### config.mk
export PLATFORM = sky130hd
export DESIGN_NAME = limb_mul_seq
export DESIGN_NICKNAME = d
export VERILOG_FILES = /design/src/rtl/limb_mul_pkg.sv /design/src/rtl/limb_mac.sv /design/src/rtl/limb_mul_seq.sv
export SDC_FILE = /design/constraint.sdc
export NUM_CORES = 1
export LEC_CHECK = 0
export CAP_MARGIN = 20
export CORE_UTILIZATION = 65
export CTS_CLUSTER_SIZE = 40
export DETAILED_ROUTE_END_ITERATION = 12
export PLACE_DENSITY = 0.95
export RECOVER_POWER = 50
export SYNTH_ARGS = -nofsm -noshare
export SYNTH_HDL_FRONTEND = slang
export SYNTH_SLANG_ARGS = --single-unit
### constraint.sdc
create_clock -name clk -period 21.6 [get_ports clk]
set_input_delay 5.4 -clock clk [delete_from_list [all_inputs] [get_ports clk]]
set_output_delay 5.4 -clock clk [all_outputs]
set_load 0.005 [all_outputs]
### src/rtl/limb_mul_pkg.sv
// Shared definitions for the sequential limb multiplier.
//   state_t    : controller states IDLE / MUL / DONE
//   idx_width  : bits needed to index n items, never less than 1
//   limb_lsb   : bit position of limb k in a packed vector of w-bit limbs
package limb_mul_pkg;

  typedef enum logic [1:0] {
    IDLE,
    MUL,
    DONE
  } state_t;

  function automatic int idx_width(input int n);
    return (n > 1) ? $clog2(n) : 1;
  endfunction

  function automatic int limb_lsb(input int k, input int w);
    return k * w;
  endfunction

endpackage

### src/rtl/limb_mac.sv
// One schoolbook step: adds a single limb partial product, shifted into
// its limb position, onto the running accumulator. Purely combinational.
//   x, y    : W-bit limbs of A and B
//   s       : limb position of the partial product (i + j)
//   acc_in  : running 2N*W-bit accumulator
//   acc_out : acc_in + ((x * y) << (s * W))
module limb_mac #(
  parameter int W  = 16,
  parameter int N  = 2,
  parameter int SW = 2
) (
  input  logic [W-1:0]     x,
  input  logic [W-1:0]     y,
  input  logic [SW-1:0]    s,
  input  logic [2*N*W-1:0] acc_in,
  output logic [2*N*W-1:0] acc_out
);

  localparam int P = 2 * N * W;

  logic [2*W-1:0] pp;
  logic [P-1:0]   pp_ext;

  always_comb begin
    pp      = x * y;
    pp_ext  = P'(pp);
    // The sum never exceeds the final product, so no carry out of P bits.
    acc_out = acc_in + (pp_ext << (s * W));
  end

endmodule

### src/rtl/limb_mul_seq.sv
// Sequential N-limb x N-limb unsigned multiplier with W-bit limbs.
// One W x W partial product is accumulated per cycle (N*N cycles), then the
// 2N-limb product is offered until the consumer takes it.
//   clk, rst             : clock, synchronous active-high reset
//   in_valid / in_ready  : operand handshake (in_ready high only when idle)
//   a, b                 : operands, limb k at [k*W +: W]
//   out_valid / out_ready: product handshake
//   y                    : product A*B, held while out_valid && !out_ready
//   busy                 : operation in flight or result awaiting pickup
module limb_mul_seq
  import limb_mul_pkg::*;
#(
  parameter int W = 16,
  parameter int N = 2
) (
  input  logic             clk,
  input  logic             rst,
  input  logic             in_valid,
  output logic             in_ready,
  input  logic [N*W-1:0]   a,
  input  logic [N*W-1:0]   b,
  output logic             out_valid,
  input  logic             out_ready,
  output logic [2*N*W-1:0] y,
  output logic             busy
);

  localparam int P  = 2 * N * W;
  localparam int IW = idx_width(N);
  // Index sum i+j reaches 2N-2, so size it for 2N positions.
  localparam int SW = idx_width(2 * N);
  localparam logic [IW-1:0] LAST = IW'(N - 1);

  state_t         state_reg, state_next;
  logic [IW-1:0]  i_reg, j_reg;
  logic [N*W-1:0] a_reg, b_reg;
  logic [P-1:0]   acc_reg, y_reg, acc_sum;
  logic [W-1:0]   a_limb [N];
  logic [W-1:0]   b_limb [N];
  logic           last_pp;

  generate
    for (genvar gi = 0; gi < N; gi++) begin : g_limb
      assign a_limb[gi] = a_reg[limb_lsb(gi, W) +: W];
      assign b_limb[gi] = b_reg[limb_lsb(gi, W) +: W];
    end
  endgenerate

  limb_mac #(
    .W (W),
    .N (N),
    .SW(SW)
  ) u_mac (
    .x      (a_limb[i_reg]),
    .y      (b_limb[j_reg]),
    .s      (SW'(i_reg) + SW'(j_reg)),
    .acc_in (acc_reg),
    .acc_out(acc_sum)
  );

  assign last_pp   = (i_reg == LAST) && (j_reg == LAST);
  assign in_ready  = (state_reg == IDLE);
  assign out_valid = (state_reg == DONE);
  assign busy      = (state_reg != IDLE);
  assign y         = y_reg;

  always_ff @(posedge clk) begin
    if (rst) state_reg <= IDLE;
    else     state_reg <= state_next;
  end

  always_comb begin
    state_next = state_reg;
    case (state_reg)
      IDLE:    if (in_valid) state_next = MUL;
      MUL:     if (last_pp) state_next = DONE;
      DONE:    if (out_ready) state_next = IDLE;
      default: state_next = IDLE;
    endcase
  end

  always_ff @(posedge clk) begin
    if (rst) begin
      a_reg   <= '0;
      b_reg   <= '0;
      acc_reg <= '0;
      y_reg   <= '0;
      i_reg   <= '0;
      j_reg   <= '0;
    end else begin
      case (state_reg)
        IDLE: begin
          if (in_valid) begin
            a_reg   <= a;
            b_reg   <= b;
            acc_reg <= '0;
            i_reg   <= '0;
            j_reg   <= '0;
          end
        end
        MUL: begin
          acc_reg <= acc_sum;
          // j is the inner loop; i advances when j wraps.
          if (j_reg == LAST) begin
            j_reg <= '0;
            i_reg <= i_reg + IW'(1);
          end else begin
            j_reg <= j_reg + IW'(1);
          end
          // Capture the result only once complete so y never shows a
          // partial sum, and keeps its value after the handshake.
          if (last_pp) y_reg <= acc_sum;
        end
        default: ;
      endcase
    end
  end

endmodule

==> qor.yml <==
numCtsBuffers: 17
synth_compound_area_share_pct: 16.4
synthTopCellsByCount: "nand2_1, inv_1, a21oi_1"
async_flop_share_pct: 0
synthTopCellsByArea: "dfxtp_1, fa_1, ha_1"
htreeDepth: 4
synth-xor-area-share_pct: 3.71
setup.worst_path.end_class: "flip-flop"
path_buf_inv: 6
routed.top_layer: "met5"
critPathMaxStageDelay_ns: 0.94
run_status: "finished with violations"
worst_slew_margin_rel_pct: -150
die_h_um: 178
p_per_area_mw_per_mm2: 46.2
violations: "capacitance limit, slew limit"
clk_latency_ns: 0.48
numClockSinks: 196
drive_gt1_share_pct: 4.32
num-nets-final: 2992
grt_pass1_wl_um: 95400
finalCritPeriodShare_pct: 49.1
yosysWarnings: 0
cts_root_buf: "clkbuf_16"
core_mm2: 0.0300
crit_path_max_fanout: 32
combPwrFrac_pct: 29.0
p_leak_nw: 10.1
dieArea_mm2: 0.0316
synth_nets: 2952
wl_met2_um: 28200
ctsHoldBuffers: 0
synthFlopType: "dfxtp_1"
synth_fa_ha_area_share_pct: 29.9
clkTransAtPathRegs_ns: 0.08
synth_top_family_by_area: "adder cells"
antenna_found_initial: 2
fillers: 2214
drt.antenna.violating_nets: 0
grt_pass1_vias: 18459
post-cts-setup-buffers: 0
seqPwrFrac_pct: 37.3
cts_resized: 0
fin_worst_skew_ns: 0.0182
syn_to_final_growth_pct: 10.5
yosysSeqAreaShare_pct: 19.5
wl_met3_um: 5900
sw_frac_of_total_pct: 34.6
clockBufferDepth: 2
post-route-min-period_ns: 10.61
rows: 63
ys_ff_latch: 196
setup_viol: 0
finalHoldViolCount: 0
die_w_um: 178
synth_enable_flop_cells: 0
ff_latch_area_mm2: 0.00392
synth.distinct_cells: 77
synthSimpleGateAreaFrac_pct: 19.3
dr.pass1.iters: 7
cp_slowest_cell: "mux2i_1"
initial_core_util_pct: 66.9
clkPwrFrac_pct: 33.7
port_buffers: 134
report.final.slew_viol_count: 194
met1_length_um: 23200
power.internal_w: 0.000671
drt-total-wl_um: 60200
muxShareOfSynthArea_pct: 3.89
drt_iter0_drc: 1887
synth_most_common_cell: "nand2_1"
drc_errors: 0
detail_route.vias_per_cell: 6.24
io_pins: 135
p_switching_w: 0.000354
max-cap-violations: 3
finalWeightedCongestion: 1.03
syn_avg_cell_area_um2: 7.97
power_w: 0.00103
vias: 18489
startpoint_type: "flip-flop"
wl_per_cell_um: 20.3
worstMarginPinSlew_ns: 3.74
hold_path.class: "reg -> reg"
rsz0062_at_grt: "no"
multi_input_area_mm2: 0.0147
timing.fmax_mhz: 94.3
peakVddDrop_mv: 0.0621
worstPathArrival_ns: 10.89
crit_family: "adder cells"
yosysTopAreaCell: "dfxtp_1"
required_ns: 21.89
grt_util_all_layers_pct: 39.2
cts_tree: "yes"
yosys.area.top_type_share_pct: 19.5
netlist_instances: 2521
mappedNetlistArea_mm2: 0.0201
dp_hpwl_um: 46700
cp_common_cell: "fa_1"
grt_overflow: 0
crit_type: "reg -> reg"
tns_ns: 0
grt_max_degree: 85
## final timing paths
path	startpoint	end	slack (ns)	cells past startpoint
max	i_reg	y[61]	10.99	35
min	y[34]	y[34]	0.45	2
max reg2reg	i_reg	y[61]	10.99	35
min reg2reg	y[34]	y[34]	0.45	2
## logic make-up after synthesis
kind of cell / after synthesis
fa+ha+maj: 363
buf+inv: 386
compound gates: 513
flops: 196
mux: 74
xor+xnor: 85
simple gates: 904
## per-stage QoR
| stage | instances | hold slack, ns | area, µm² | util, % | worst slack [ns] |
|---|---|---|---|---|---|
| floorplan | 2521 | 0.430 | 20100 | - | 12.11 |
| detailed placement | 2931 | 0.446 | 21600 | 71.8 | 11.33 |
| finish | 2965 | 0.451 | 22200 | 73.9 | 10.99 |
| CTS | 2961 | 0.455 | 22200 | 73.9 | 11.28 |
| global route | 2962 | 0.478 | 22200 | 73.9 | 10.58 |
| global placement | 2931 | 0.438 | 21600 | 71.8 | 11.66 |
## power groups by stage
stage,logic (W),registers [W],clock network [W]
final,0.000297,0.000383,0.000346
after global routing,0.000320,0.000384,0.000363
after CTS,0.000289,0.000382,0.000347
after detailed placement,0.000284,0.000390,0
after global placement,0.000278,0.000389,0
after floorplan,0.000198,0.000386,0
## worst min-delay path: stages, from the launching register on
cell and delay, ns:
dfxtp_1 0.31, nand2_1 0.05, a21oi_1 0.05
## cells in the final DEF, fill, tap and decap left out, types with 5 or more instances in the layout
cell             Yosys  routed
clkdlybuf4s50_1      0      68
dfxtp_1            196     196
buf_4                0      18
o21ai_0             39      39
and3_1              16      16
nor3_1              22      21
mux2i_1             42      42
nand4_1             25      25
o21ai_1             24      24
o211ai_1             5       5
a21oi_1            237     237
a31oi_1             11      11
a21o_1              52      52
xnor2_1             50      50
a211oi_1             9       9
ha_1               168     168
o31ai_1              6       6
a211o_1              6       6
clkbuf_16            0      17
or2_2                5       5
nor4b_1              5       5
o21bai_1            16      16
nand3_1             62      62
xor2_1              35      35
mux2_2              31      31
fa_1               195     195
nor2b_1             12      11
o21a_1              19      19
clkbuf_8             0       5
and2_1              25      24
o22ai_1             18      18
dlygate4sd3_1        0      65
inv_1              252     252
nand2b_1            12      12
nand2_1            476     475
or3_1                7       7
nor2_1             214     212
a22o_1              21      21
## area by class of cell
cell class	instances	share of cell area (%)
tap	390	2.20
inverter	253	4.28
clock buffer	23	2.24
timing repair buffer	154	6.66
clock inverter	7	0.541
multi-input combinational	1939	66.4
antenna	3	0.0338
sequential	196	17.7
## routing by layer
metal | vias to the layer above | GRT usage (%)
met5 | - | 0
met4 | 4 | 19.5
met1 | 8841 | 46.9
li1 | 8439 | -
met3 | 239 | 12.0
met2 | 966 | 63.9
Note: power is estimated with default switching activity, not from simulation.
